File: src/rtl/mem_port_ctrl_pkg.sv
// Shared types and helpers for the memory port controller.
// Holds the FSM state type, the access-size encodings and the alignment rule.
package mem_port_ctrl_pkg;

    typedef enum logic [1:0] {
        StIdle = 2'd0,
        StReq  = 2'd1,
        StFin  = 2'd2
    } state_e;

    localparam logic [1:0] SZ_BYTE = 2'b00;
    localparam logic [1:0] SZ_HALF = 2'b01;
    localparam logic [1:0] SZ_WORD = 2'b10;

    // Legal, naturally aligned request; size 2'b11 is reserved.
    function automatic logic req_aligned(input logic [1:0] size, input logic [1:0] addr_lo);
        logic ok;
        case (size)
            SZ_BYTE: ok = 1'b1;
            SZ_HALF: ok = ~addr_lo[0];
            SZ_WORD: ok = (addr_lo == 2'b00);
            default: ok = 1'b0;
        endcase
        return ok;
    endfunction

endpackage

File: src/rtl/mem_port_ctrl_if.sv
// Memory-side request/response bus of the port controller.
// master = controller, slave = memory model or memory subsystem.
interface mem_port_ctrl_if #(
    parameter int unsigned ADDR_W = 8,
    parameter int unsigned DATA_W = 32
) ();

    logic              MOV;
    logic              MEM_RW;
    logic [1:0]        MEM_SIZE;
    logic [ADDR_W-1:0] MEM_ADDR;
    logic [DATA_W-1:0] MEM_WDATA;
    logic              MFC;
    logic [DATA_W-1:0] MEM_RDATA;

    modport master (
        output MOV, MEM_RW, MEM_SIZE, MEM_ADDR, MEM_WDATA,
        input  MFC, MEM_RDATA
    );

    modport slave (
        input  MOV, MEM_RW, MEM_SIZE, MEM_ADDR, MEM_WDATA,
        output MFC, MEM_RDATA
    );

endinterface

File: src/rtl/ld_reg.sv
// Generic load-enabled register with asynchronous active-low clear.
module ld_reg #(
    parameter int unsigned W = 8
) (
    input  logic         clk_i,
    input  logic         rst_ni,
    input  logic         ld_i,
    input  logic [W-1:0] d_i,
    output logic [W-1:0] q_o
);

    logic [W-1:0] val_q;

    always_ff @(posedge clk_i or negedge rst_ni) begin
        if (!rst_ni) begin
            val_q <= '0;
        end else if (ld_i) begin
            val_q <= d_i;
        end
    end

    assign q_o = val_q;

endmodule

File: src/rtl/mem_port_ctrl.sv
// MAR/MDR memory port controller: issues one aligned request at a time, waits for MFC
// with a bounded timeout, and writes size/sign-adjusted read data back into MDR.
module mem_port_ctrl
    import mem_port_ctrl_pkg::*;
#(
    parameter int unsigned ADDR_W = 8,
    parameter int unsigned DATA_W = 32,
    parameter int unsigned TMO    = 15
) (
    input  logic              CLK,
    input  logic              RST_N,
    input  logic              MARLd,
    input  logic [ADDR_W-1:0] MAR_D,
    input  logic              MDRLd,
    input  logic [DATA_W-1:0] MDR_D,
    input  logic              Start,
    input  logic              RW,
    input  logic [1:0]        Size,
    input  logic              Sext,
    output logic [ADDR_W-1:0] MAR_Q,
    output logic [DATA_W-1:0] MDR_Q,
    output logic              Busy,
    output logic              Done,
    output logic              Err,
    mem_port_ctrl_if.master   mem
);

    localparam logic [7:0] TmoLast = 8'(TMO - 1);

    state_e            state_q;
    logic [7:0]        wait_q;
    logic              mov_q, rw_q, sext_q, done_q, err_q;
    logic [1:0]        size_q;
    logic [ADDR_W-1:0] addr_q;
    logic [DATA_W-1:0] wdata_q;

    logic              idle, rd_done, mar_ld, mdr_ld;
    logic [DATA_W-1:0] mdr_d, rd_ext;

    assign idle    = (state_q == StIdle);
    assign rd_done = (state_q == StReq) & mem.MFC & rw_q;
    assign mar_ld  = idle & MARLd;
    assign mdr_ld  = (idle & MDRLd) | rd_done;
    assign mdr_d   = rd_done ? rd_ext : MDR_D;

    always_comb begin
        rd_ext = '0;
        case (size_q)
            SZ_BYTE: begin
                if (sext_q) rd_ext = DATA_W'($signed(mem.MEM_RDATA[7:0]));
                else        rd_ext = DATA_W'(mem.MEM_RDATA[7:0]);
            end
            SZ_HALF: begin
                if (sext_q) rd_ext = DATA_W'($signed(mem.MEM_RDATA[15:0]));
                else        rd_ext = DATA_W'(mem.MEM_RDATA[15:0]);
            end
            default: begin
                if (sext_q) rd_ext = DATA_W'($signed(mem.MEM_RDATA[31:0]));
                else        rd_ext = DATA_W'(mem.MEM_RDATA[31:0]);
            end
        endcase
    end

    ld_reg #(.W(ADDR_W)) u_mar (
        .clk_i  (CLK),
        .rst_ni (RST_N),
        .ld_i   (mar_ld),
        .d_i    (MAR_D),
        .q_o    (MAR_Q)
    );

    ld_reg #(.W(DATA_W)) u_mdr (
        .clk_i  (CLK),
        .rst_ni (RST_N),
        .ld_i   (mdr_ld),
        .d_i    (mdr_d),
        .q_o    (MDR_Q)
    );

    always_ff @(posedge CLK or negedge RST_N) begin
        if (!RST_N) begin
            state_q <= StIdle;
            wait_q  <= '0;
            mov_q   <= 1'b0;
            rw_q    <= 1'b0;
            sext_q  <= 1'b0;
            size_q  <= '0;
            addr_q  <= '0;
            wdata_q <= '0;
            done_q  <= 1'b0;
            err_q   <= 1'b0;
        end else begin
            done_q <= 1'b0;
            err_q  <= 1'b0;
            case (state_q)
                StIdle: begin
                    if (Start) begin
                        if (req_aligned(Size, MAR_Q[1:0])) begin
                            state_q <= StReq;
                            mov_q   <= 1'b1;
                            rw_q    <= RW;
                            size_q  <= Size;
                            sext_q  <= Sext;
                            addr_q  <= MAR_Q;
                            wdata_q <= MDR_Q;
                            wait_q  <= '0;
                        end else begin
                            err_q <= 1'b1;
                        end
                    end
                end
                StReq: begin
                    // MFC wins over a timeout landing in the same cycle.
                    if (mem.MFC) begin
                        state_q <= StFin;
                        mov_q   <= 1'b0;
                        done_q  <= 1'b1;
                    end else if (wait_q == TmoLast) begin
                        state_q <= StIdle;
                        mov_q   <= 1'b0;
                        err_q   <= 1'b1;
                    end else begin
                        wait_q <= wait_q + 8'd1;
                    end
                end
                StFin: state_q <= StIdle;
                default: begin
                    state_q <= StIdle;
                    mov_q   <= 1'b0;
                end
            endcase
        end
    end

    assign Busy          = ~idle;
    assign Done          = done_q;
    assign Err           = err_q;
    assign mem.MOV       = mov_q;
    assign mem.MEM_RW    = rw_q;
    assign mem.MEM_SIZE  = size_q;
    assign mem.MEM_ADDR  = addr_q;
    assign mem.MEM_WDATA = wdata_q;

endmodule

File: src/flat_wrapper.sv
// flat-port wrapper written by rule: the top's interface ports become plain ports
module mem_port_ctrl_flat import mem_port_ctrl_pkg::*;
#(
    parameter int unsigned ADDR_W = 8,
    parameter int unsigned DATA_W = 32,
    parameter int unsigned TMO    = 15
)
  (CLK, RST_N, MARLd, MAR_D, MDRLd, MDR_D, Start, RW, Size, Sext, MAR_Q, MDR_Q, Busy, Done, Err, mem_MOV, mem_MEM_RW, mem_MEM_SIZE, mem_MEM_ADDR, mem_MEM_WDATA, mem_MFC, mem_MEM_RDATA);
  mem_port_ctrl_if #(.ADDR_W(ADDR_W), .DATA_W(DATA_W)) mem_i ();
  input  logic CLK;
  input  logic RST_N;
  input  logic MARLd;
  input  logic [ADDR_W-1:0] MAR_D;
  input  logic MDRLd;
  input  logic [DATA_W-1:0] MDR_D;
  input  logic Start;
  input  logic RW;
  input  logic [1:0] Size;
  input  logic Sext;
  output logic [ADDR_W-1:0] MAR_Q;
  output logic [DATA_W-1:0] MDR_Q;
  output logic Busy;
  output logic Done;
  output logic Err;
  output wire logic [$bits(mem_i.MOV)-1:0] mem_MOV;
  output wire logic [$bits(mem_i.MEM_RW)-1:0] mem_MEM_RW;
  output wire logic [$bits(mem_i.MEM_SIZE)-1:0] mem_MEM_SIZE;
  output wire logic [$bits(mem_i.MEM_ADDR)-1:0] mem_MEM_ADDR;
  output wire logic [$bits(mem_i.MEM_WDATA)-1:0] mem_MEM_WDATA;
  input wire logic [$bits(mem_i.MFC)-1:0] mem_MFC;
  input wire logic [$bits(mem_i.MEM_RDATA)-1:0] mem_MEM_RDATA;
  assign mem_MOV = mem_i.MOV;
  assign mem_MEM_RW = mem_i.MEM_RW;
  assign mem_MEM_SIZE = mem_i.MEM_SIZE;
  assign mem_MEM_ADDR = mem_i.MEM_ADDR;
  assign mem_MEM_WDATA = mem_i.MEM_WDATA;
  assign mem_i.MFC = mem_MFC;
  assign mem_i.MEM_RDATA = mem_MEM_RDATA;
  mem_port_ctrl #(.ADDR_W(ADDR_W), .DATA_W(DATA_W), .TMO(TMO)) u_core (.CLK(CLK), .RST_N(RST_N), .MARLd(MARLd), .MAR_D(MAR_D), .MDRLd(MDRLd), .MDR_D(MDR_D), .Start(Start), .RW(RW), .Size(Size), .Sext(Sext), .MAR_Q(MAR_Q), .MDR_Q(MDR_Q), .Busy(Busy), .Done(Done), .Err(Err), .mem(mem_i));
endmodule
File: config.mk
export PLATFORM = sky130hd
export DESIGN_NAME = mem_port_ctrl_flat
export DESIGN_NICKNAME = d
export VERILOG_FILES = /design/src/rtl/mem_port_ctrl_pkg.sv /design/src/rtl/mem_port_ctrl_if.sv /design/src/rtl/ld_reg.sv /design/src/rtl/mem_port_ctrl.sv /design/src/flat_wrapper.sv
export SDC_FILE = /design/constraint.sdc
export NUM_CORES = 1
export LEC_CHECK = 0
export CAP_MARGIN = 30
export CORE_AREA = 2 2 121 88
export DETAILED_ROUTE_END_ITERATION = 6
export DIE_AREA = 0 0 123 90
export PLACE_DENSITY = 0.92
export SETUP_SLACK_MARGIN = 0.4
export SYNTH_ARGS = -nofsm -noshare
export SYNTH_HDL_FRONTEND = slang
export SYNTH_HIERARCHICAL = 1
export SYNTH_SLANG_ARGS = --single-unit
File: constraint.sdc
create_clock -name CLK -period 5.3 [get_ports CLK]
set_clock_uncertainty 0.1 [all_clocks]
set_input_delay 1.06 -clock CLK [delete_from_list [all_inputs] [get_ports CLK]]
set_output_delay 1.06 -clock CLK [all_outputs]
set_load 0.05 [all_outputs]
==> results.py, run 1 <==
metrics = {
    "logic_synthesis": {
        "synth_cells": 382,
        "synth-seq-cells": 97,
        "netlist_area_sq_mm": 0.00462,
        "ys_warn_count": 6,
        "synth_fp_nets": 466,
        "synthArstFlopShare_pct": 100,
        "synthTopCellsByArea": "dfrtp_1 (52%), mux2_4 (12%), mux2_2 (12%)",
        "synth_edf_count": 0,
        "synth.most_common_cell": "dfrtp_1",
        "yosysTopAreaCellShare_pct": 52.5,
        "ys.flop_type": "dfrtp_1",
        "synth.distinct_cells": 39,
        "synthTopCellsByCount": "dfrtp_1 (97), nand2_1 (62), mux2_2 (48)",
        "yosysSeqAreaShare_pct": 52.5,
        "synth.avg_cell_area_sq_um": 12.1,
        "synth_top_cell_by_area": "dfrtp_1",
    },
    "die": {
        "die_h_microns": 90,
        "start_util_pct": 46.2,
        "rows": 31,
        "fp.dieArea_sq_mm": 0.0111,
        "core-area_sq_mm": 0.0100,
        "die_w_microns": 123,
        "io_pins": 169,
    },
    "critical_path": {
        "rr_worst_depth": 5,
        "worst-endpoint-arrival_ns": 3.59,
        "required_ns": 5.41,
        "reg2reg_from": "u_core/state_q[0]",
        "worstSetupPathType": "primary input to register",
        "cp-start-kind": "primary input",
        "worstSetupEndpointType": "register",
        "path_max_fanout": 24,
        "r2r-end": "u_core/mem.MEM_WDATA[26]",
        "rrSetupSlack_ns": 2.57,
    },
    "power_and_ir_drop": {
        "p_sw_mw": 2.33,
        "power_frac_comb_pct": 59.3,
        "p_leak_nw": 2.86,
        "clockPowerShare_pct": 12.1,
        "p_int_mw": 2.59,
        "p_sw_share_pct": 47.3,
        "irDropWorstVdd_uv": 472,
        "p_per_area_mw_per_mm2": 741,
        "p_seq_share_pct": 28.6,
    },
    "clock_network": {
        "numCtsBuffers": 9,
        "cts_hold_buffers": 0,
        "insertion_delay_ns": 0.33,
        "post_cts_resized": 0,
        "cts_tree": "done",
        "h-tree-depth": 3,
        "root_buffer": "clkbuf_16",
        "post-cts-setup-buffers": 0,
        "clkTransAtPathRegs_ns": 0.06,
        "clock_path_buffers": 2,
        "clock-sinks": 97,
    },
    "grt": {
        "grt_pass1_wl_mm": 18.6,
        "grt_overflow_total": 0,
        "antenna_found_initial": 0,
        "grt_pass1_vias": 3727,
        "grtUsageTotal_pct": 21.5,
        "grt_max_degree": 52,
    },
    "outcome": {
        "outcome": "complete, no violations",
    },
    "sta": {
        "setup_viol": 0,
        "slew_headroom_pct": 38.1,
        "max_clock_freq_ghz": 0.287,
        "period_share_pct": 65.7,
        "slew_viol_final": 0,
        "tightest_slew_ns": 0.929,
        "setup_tns_ns": 0,
        "hold_viol": 0,
        "period_minus_slack_ns": 3.48,
        "rsz0062_at_grt": "false",
    },
    "layout": {
        "fin_util_pct": 66.3,
        "nets": 628,
        "area_growth_pct": 43.6,
        "drive_above_1_share_pct": 20.1,
        "diodes": 0,
    },
    "detailed_routing": {
        "antenna_left": 0,
        "vias_per_cell": 5.22,
        "wl_per_cell_microns": 17.0,
        "drc": 0,
        "drt_wl_total_mm": 11.6,
        "drt_iter0_markers": 191,
        "vias": 3552,
        "drt-pass1-iter-count": 4,
    },
    "worst_hold_path": {
        "hp-class": "register to register",
        "min_to": "u_core/mem.MEM_ADDR[1]",
        "min-delay-start": "u_core/mem.MEM_ADDR[1]",
        "hold_depth": 1,
    },
    "placement": {
        "hpwl_mm": 8.35,
        "io_buffer_count": 168,
        "place.gp.congestion": 0.847,
    },
    "flow_run": {
        "cap_violations": 0,
    },
}
==> flip-flops by register name, indices dropped and copies added (netlist names) <==
| register | flops |
|---|---|
| u_core/Done | 1 |
| u_core/Err | 1 |
| u_core/mem.MEM_ADDR | 8 |
| u_core/mem.MEM_RW | 1 |
| u_core/mem.MEM_SIZE | 2 |
| u_core/mem.MEM_WDATA | 32 |
| u_core/mem.MOV | 1 |
| u_core/sext_q | 1 |
| u_core/state_q | 2 |
| u_core/u_mar/q_o | 8 |
| u_core/u_mdr/q_o | 32 |
| u_core/wait_q | 8 |
==> worst max path at each step <==
| stage | startpoint | end | slack (ns) | cells past startpoint |
|---|---|---|---|---|
| 4_1_cts | mem_MFC | u_core/u_mdr/q_o[16] | 1.70 | 5 |
| 2_1_floorplan | Size[0] | u_core/mem.MEM_RW | 2.66 | 6 |
| 5_1_grt | Size[0] | u_core/mem.MEM_WDATA[26] | 1.73 | 6 |
| 3_3_place_gp | mem_MFC | u_core/u_mdr/q_o[29] | 1.43 | 4 |
| 6_report | Size[0] | u_core/mem.MEM_WDATA[26] | 1.82 | 6 |
| 3_5_place_dp | mem_MFC | u_core/u_mdr/q_o[16] | 1.34 | 5 |
==> metrics by stage <==
| stage | area (sq um) | instances | setup slack (ns) | hold WS [ns] | power (mW) |
|---|---|---|---|---|---|
| 6_report | 6640 | 680 | 1.82 | 0.404 | 4.92 |
| 4_1_cts | 6630 | 679 | 1.70 | 0.410 | 4.96 |
| 3_3_place_gp | 6340 | 663 | 1.43 | 0.390 | 4.26 |
| 2_1_floorplan | 4620 | 382 | 2.66 | 0.390 | 3.40 |
| 3_5_place_dp | 6360 | 664 | 1.34 | 0.394 | 4.34 |
| 5_1_grt | 6640 | 680 | 1.73 | 0.426 | 5.16 |
==> routing by layer <==
metal  track usage (%)  part of all wire [%]  vias to the layer above
met2              35.8                    49                      141
li1                  -                     -                     1648
met5                 0                     0                        -
met4              6.53                   1.2                        0
met3              6.09                   7.7                       13
met1              27.1                    42                     1750
==> final cells by class <==
cell class / count / area [sq um]
fill: 756 / 3370
sequential: 97 / 2430
multi-input combinational: 258 / 2030
timing repair buffer: 173 / 1730
clock buffer: 11 / 243
tap: 132 / 165
clock inverter: 4 / 30.0
inverter: 5 / 18.8
==> layout by cell type, fill, tap and decap left out, types with 6 or more instances in the layout <==
| cell type | n |
|---|---|
| clkdlybuf4s50_1 | 167 |
| dfrtp_1 | 97 |
| nand2_1 | 61 |
| mux2_2 | 48 |
| mux2_4 | 38 |
| nor2_1 | 22 |
| a21oi_1 | 19 |
| o21ai_0 | 12 |
| o21a_1 | 10 |
| clkbuf_16 | 9 |
| nand3_1 | 6 |
==> power groups by stage <==
stage	clock network (mW)	registers, mW	logic, mW
final	0.594	1.41	2.92
after global routing	0.648	1.47	3.04
after CTS	0.614	1.41	2.93
after detailed placement	0	1.41	2.93
after global placement	0	1.39	2.87
after floorplan	0	2.49	0.908
==> critical path: stages <==
cell and delay [ns]:
clkdlybuf4s50_1 0.52, o21a_1 0.22, o22a_1 0.31, nor2_4 0.61
buf_4 0.44, mux2_2 0.40
==> logic make-up after synthesis <==
logic type	after synthesis	synth area share (%)
simple gates	111	10.7
fa+ha+maj	2	0.541
buf+inv	27	3.87
compound gates	55	7.52
flops	97	52.5
mux	90	24.9
No activity file was read; power rests on OpenSTA's default activity.
==> run 2: changes to the inputs <==
- CORE_AREA: 2 2 121 88 -> 2 2 125 90
- DIE_AREA: 0 0 123 90 -> 0 0 127 92
- PLACE_DENSITY: 0.92 -> 0.88
- clock period: 5.3 -> 3.3 ns (I/O delays scaled with it)
==> run 2 against run 1 <==
Effect of this change:
- die area rose by 5.5%
- core utilization fell by 3.5 points
- cell area grew 0.75%
- sequential share of layout area shrank 0.27 points
- routed wire length increased by 2.1%
- highest routed layer unchanged
- sequential power up 55%
- first-iteration DRC count is 1.0% lower
==> results.py, run 2 (synthesis gave the netlist of run 1 again) <==
metrics = {
    "die": {
        "rows": 32,
        "io_pins": 169,
        "die_h_microns": 92,
        "die_w_microns": 127,
        "start_util_pct": 43.4,
        "core-area_sq_mm": 0.0107,
        "fp.dieArea_sq_mm": 0.0117,
    },
    "clock_network": {
        "post_cts_resized": 0,
        "h-tree-depth": 3,
        "clock-sinks": 97,
        "clkTransAtPathRegs_ns": 0.07,
        "root_buffer": "clkbuf_16",
        "cts_hold_buffers": 0,
        "post-cts-setup-buffers": 0,
        "cts_tree": "done",
        "numCtsBuffers": 9,
        "clock_path_buffers": 2,
        "insertion_delay_ns": 0.33,
    },
    "critical_path": {
        "rr_worst_depth": 5,
        "required_ns": 2.54,
        "crit_chain": "nor2_1 > inv_1 > clkdlybuf4s50_1",
        "worst-endpoint-arrival_ns": 1.98,
        "crit_family": "buffers and inverters",
        "reg2reg_from": "u_core/state_q[0]",
        "r2r-end": "u_core/mem.MEM_WDATA[30]",
        "worstSetupPathType": "register to output pin",
        "worstSetupEndpointType": "output pin",
        "crit_start": "u_core/state_q[0]",
        "cp-start-kind": "register",
        "path_max_fanout": 7,
        "rrSetupSlack_ns": 1.06,
        "worst_path_max_delay_cell": "clkdlybuf4s50_1",
        "cpPeakStageDelay_ns": 0.73,
        "crit_buf_inv": 2,
    },
    "sta": {
        "slew_headroom_pct": 51.5,
        "whs_ns": 0.204,
        "hold_viol": 0,
        "period_minus_slack_ns": 2.74,
        "max_clock_freq_ghz": 0.365,
        "setup_tns_ns": 0,
        "tightest_slew_ns": 0.722,
        "setup_viol": 0,
        "period_share_pct": 83.1,
        "slew_viol_final": 0,
        "rsz0062_at_grt": "false",
    },
    "layout": {
        "fill_cells": 834,
        "layout_commonest_cell": "clkdlybuf4s50_1",
        "seq_area_sq_mm": 0.00243,
        "drive_above_1_share_pct": 21.3,
        "multi_input_area_sq_mm": 0.00203,
        "most-common-layout-cells": "clkdlybuf4s50_1 (167), dfrtp_1 (97), nand2_1 (61), mux2_2 (48), mux2_4 (38)",
        "nets": 634,
        "diodes": 0,
        "area_growth_pct": 44.6,
    },
    "power_and_ir_drop": {
        "p_seq_share_pct": 27.5,
        "p_sw_mw": 3.79,
        "p_leak_nw": 2.91,
        "p_int_mw": 4.17,
        "p_per_area_mw_per_mm2": 1190,
        "power_frac_comb_pct": 60.6,
        "p_sw_share_pct": 47.6,
        "clockPowerShare_pct": 11.9,
        "irDropWorstVdd_uv": 825,
    },
    "detailed_routing": {
        "wl_per_cell_microns": 17.1,
        "drt_iter0_markers": 189,
        "drc": 0,
        "drt_wl_total_mm": 11.8,
        "vias": 3568,
        "antenna_left": 0,
        "vias_per_cell": 5.16,
        "drt-pass1-iter-count": 4,
    },
    "worst_hold_path": {
        "hp-class": "primary input to asynchronous set/reset pin",
    },
    "flow_run": {
        "cap_violations": 0,
    },
    "grt": {
        "grt_pass1_wl_mm": 18.9,
        "grtUsageTotal_pct": 20.4,
        "grt_max_degree": 42,
        "grt_overflow_total": 0,
        "grt_pass1_vias": 3694,
        "antenna_found_initial": 0,
    },
    "outcome": {
        "outcome": "complete, no violations",
    },
    "placement": {
        "place.gp.congestion": 0.820,
        "io_buffer_count": 168,
        "hpwl_mm": 8.55,
    },
}
run 2: stage by stage:
step / total power [mW] / instances / utilization (%) / worst slack (ns) / area (sq um)
after global placement: 6.91 / 675 / 60.2 / 0.593 / 6420
after floorplan: 5.46 / 382 / - / 1.05 / 4620
after global routing: 8.32 / 691 / 62.8 / 0.446 / 6690
final: 7.96 / 691 / 62.8 / 0.557 / 6690
after CTS: 8.00 / 691 / 62.8 / 0.564 / 6690
after detailed placement: 7.02 / 675 / 60.2 / 0.535 / 6420
run 2: layout make-up:
| type | instances | share of cell area (%) |
|---|---|---|
| Tap cell | 136 | 2.54 |
| Multi-Input combinational cell | 258 | 30.3 |
| Timing Repair Buffer | 179 | 26.5 |
| Sequential cell | 97 | 36.3 |
| Inverter | 5 | 0.281 |
| Clock inverter | 7 | 0.711 |
| Clock buffer | 9 | 3.37 |
run 2: routing by layer:
layer  track usage [%]  vias up  routed length, microns
met5                 0        -                       0
met4              4.30        0                     106
met3              5.31       10                     826
met2              33.4      142                    5440
met1              27.4     1751                    5420
li1                  -     1665                       -
run 2: worst max path at each step:
stage,cells past startpoint,end,slack (ns)
after detailed placement,6,u_core/mem.MEM_WDATA[30],0.54
final,3,Busy,0.56
after floorplan,6,u_core/mem.MEM_RW,1.05
after CTS,3,Busy,0.56
after global placement,6,u_core/mem.MEM_WDATA[18],0.59
after global routing,3,Busy,0.45
run 2: power by group through the flow:
stage	Sequential (mW)	Combinational, mW	Clock [mW]
floorplan	4.00	1.46	0
global placement	2.18	4.73	0
detailed placement	2.21	4.82	0
CTS	2.19	4.84	0.970
global route	2.28	5.01	1.03
finish	2.19	4.82	0.946
==> run 3: changes to the inputs <==
- CORE_AREA: 2 2 125 90 -> 2 2 130 94
- DIE_AREA: 0 0 127 92 -> 0 0 132 96
- PLACE_DENSITY: 0.88 -> 0.85
- clock period: 3.3 -> 2.44 ns (I/O delays scaled with it)
==> run 3 against run 2 <==
Effect of this change:
- register-to-register slack got worse by 0.55 ns
- cell count increased by 4.8%
- first-iteration DRC count decreased by 48%
- critical path depth decreased by 2
- hold slack got worse by 0.20 ns
- setup slack got worse by 0.10 ns
- non-clock buffer count increased by 12
- count of clock-buffer cells in the layout increased by 1
==> results.py, run 3 (synthesis gave the netlist of run 1 again) <==
metrics = {
    "sta": {
        "setup_ws_ns": 0.452,
        "slew_headroom_pct": 61.4,
        "rsz0062_at_grt": "true",
        "period_minus_slack_ns": 1.99,
        "setup_tns_ns": 0,
        "setup_viol": 0,
        "hold_viol": 0,
        "max_clock_freq_ghz": 0.503,
        "slew_viol_final": 0,
        "tightest_slew_ns": 0.579,
        "period_share_pct": 81.5,
    },
    "layout": {
        "layout_commonest_cell": "dfrtp_1",
        "final_area_sq_mm": 0.00682,
        "fill_cells": 961,
        "drive_above_1_share_pct": 24.7,
        "final_cell_count_no_fill": 724,
        "nets": 646,
        "diodes": 0,
        "area_growth_pct": 47.5,
        "most-common-layout-cells": "dfrtp_1 (92), dlygate4sd2_1 (85), clkdlybuf4s50_1 (78), nand2_1 (61), mux2_2 (48)",
    },
    "die": {
        "die_h_microns": 96,
        "start_util_pct": 40.4,
        "fp.dieArea_sq_mm": 0.0127,
        "die_w_microns": 132,
        "rows": 33,
        "core-area_sq_mm": 0.0114,
        "io_pins": 169,
    },
    "critical_path": {
        "worst-endpoint-arrival_ns": 1.40,
        "crit_family": "buffers and inverters",
        "path_max_fanout": 12,
        "worstSetupEndpointType": "output pin",
        "worst_path_max_delay_cell": "dlygate4sd2_1",
        "rr_worst_depth": 7,
        "path_depth": 1,
        "worstSetupPathType": "register to output pin",
        "rrSetupSlack_ns": 0.51,
        "crit_chain": "dlygate4sd2_1",
        "cpPeakStageDelay_ns": 0.56,
        "cp-start-kind": "register",
        "required_ns": 1.85,
        "crit_buf_inv": 1,
    },
    "placement": {
        "dp_cells": 704,
        "dpl-instance-area_sq_mm": 0.00654,
        "hpwl_mm": 8.87,
        "place.gp.congestion": 0.867,
        "place_ws_ns": 0.0528,
        "io_buffer_count": 168,
    },
    "power_and_ir_drop": {
        "p_seq_share_pct": 28.8,
        "power_mw": 10.5,
        "p_sw_mw": 5.13,
        "irDropWorstVdd_uv": 1050,
        "p_per_area_mw_per_mm2": 1540,
        "clockPowerShare_pct": 13.1,
        "p_int_mw": 5.38,
        "power_frac_comb_pct": 58.1,
        "p_leak_nw": 3.15,
        "p_sw_share_pct": 48.8,
    },
    "worst_hold_path": {
        "hp-class": "primary input to asynchronous set/reset pin",
    },
    "grt": {
        "grt_overflow_total": 0,
        "grt_pass1_wl_mm": 19.0,
        "grt_pass1_vias": 3724,
        "grtUsageTotal_pct": 19.1,
        "grt_max_degree": 38,
        "antenna_found_initial": 0,
    },
    "detailed_routing": {
        "drt-pass1-iter-count": 4,
        "drc": 0,
        "antenna_left": 0,
        "drt_wl_total_mm": 12.1,
        "vias_per_cell": 4.95,
        "drt_iter0_markers": 99,
        "vias": 3584,
        "wl_per_cell_microns": 16.7,
    },
    "clock_network": {
        "insertion_delay_ns": 0.33,
        "cts_tree": "done",
        "root_buffer": "clkbuf_16",
        "clock_path_buffers": 2,
        "clock-sinks": 97,
        "h-tree-depth": 3,
        "numCtsBuffers": 9,
        "clkTransAtPathRegs_ns": 0.07,
    },
    "flow_run": {
        "cap_violations": 0,
    },
    "outcome": {
        "outcome": "complete, no violations",
    },
}
run 3: changes by cell type in the layout (fill, tap and decap cells not counted), moves of 2 or more:
cell             change
buf_12               +3
buf_4                +8
clkbuf_16            +2
clkdlybuf4s50_1     -89
clkinvlp_4           -2
dfrtp_1              -5
dfrtp_2              +5
dlygate4sd2_1       +85
dlymetal6s2s_1       +2
nor4_1               -2
nor4_2               +2
run 3: power groups by stage:
stage / Sequential, mW / Combinational [mW] / Clock (mW)
6_report: 3.02 / 6.10 / 1.38
5_1_grt: 3.13 / 6.38 / 1.51
2_1_floorplan: 5.42 / 1.98 / 0
4_1_cts: 3.02 / 6.07 / 1.43
3_3_place_gp: 3.02 / 6.43 / 0
3_5_place_dp: 3.06 / 6.55 / 0
run 3: per-layer routing:
metal	global-route usage, %	wire (microns)	part of all wire, %
met1	24.3	5400	45
met2	33.3	5900	49
met3	4.32	690	5.7
met4	5.43	90	0.74
met5	0	0	0
run 3: final cells by class:
type / count / area (sq um) / area share (%)
clock buffer: 10 / 229 / 3.36
clock inverter: 6 / 66.3 / 0.972
inverter: 5 / 18.8 / 0.275
multi-input combinational: 258 / 2050 / 30.0
sequential: 97 / 2430 / 35.7
tap: 157 / 196 / 2.88
timing repair buffer: 191 / 1830 / 26.8
run 3: path summary, 6_finish.rpt:
path                                     startpoint                  endpoint
hold / removal                                RST_N  u_core/mem.MEM_WDATA[16]
max in group asynchronous                     RST_N    u_core/mem.MEM_SIZE[1]
min in group CLK           u_core/mem.MEM_WDATA[25]  u_core/mem.MEM_WDATA[25]
setup / recovery             u_core/mem.MEM_SIZE[0]           mem_MEM_SIZE[0]
hold reg to reg            u_core/mem.MEM_WDATA[25]  u_core/mem.MEM_WDATA[25]
setup reg to reg                  u_core/state_q[0]  u_core/mem.MEM_WDATA[17]
run 3: per-stage QoR:
stage	hold slack [ns]	util (%)
after floorplan	0.0924	-
after global placement	0.365	57.2
after detailed placement	0.373	57.2
after CTS	0.0147	58.9
after global routing	0.0293	59.6
final	0.00755	59.6
run 3: timing repair:
action                                  in CTS  in global routing
gates cloned                                 0                  2
endpoints found under the setup margin      87                 49
hold buffers                                 0                  0
resized for setup                           87                  8
setup buffers                                0                  2
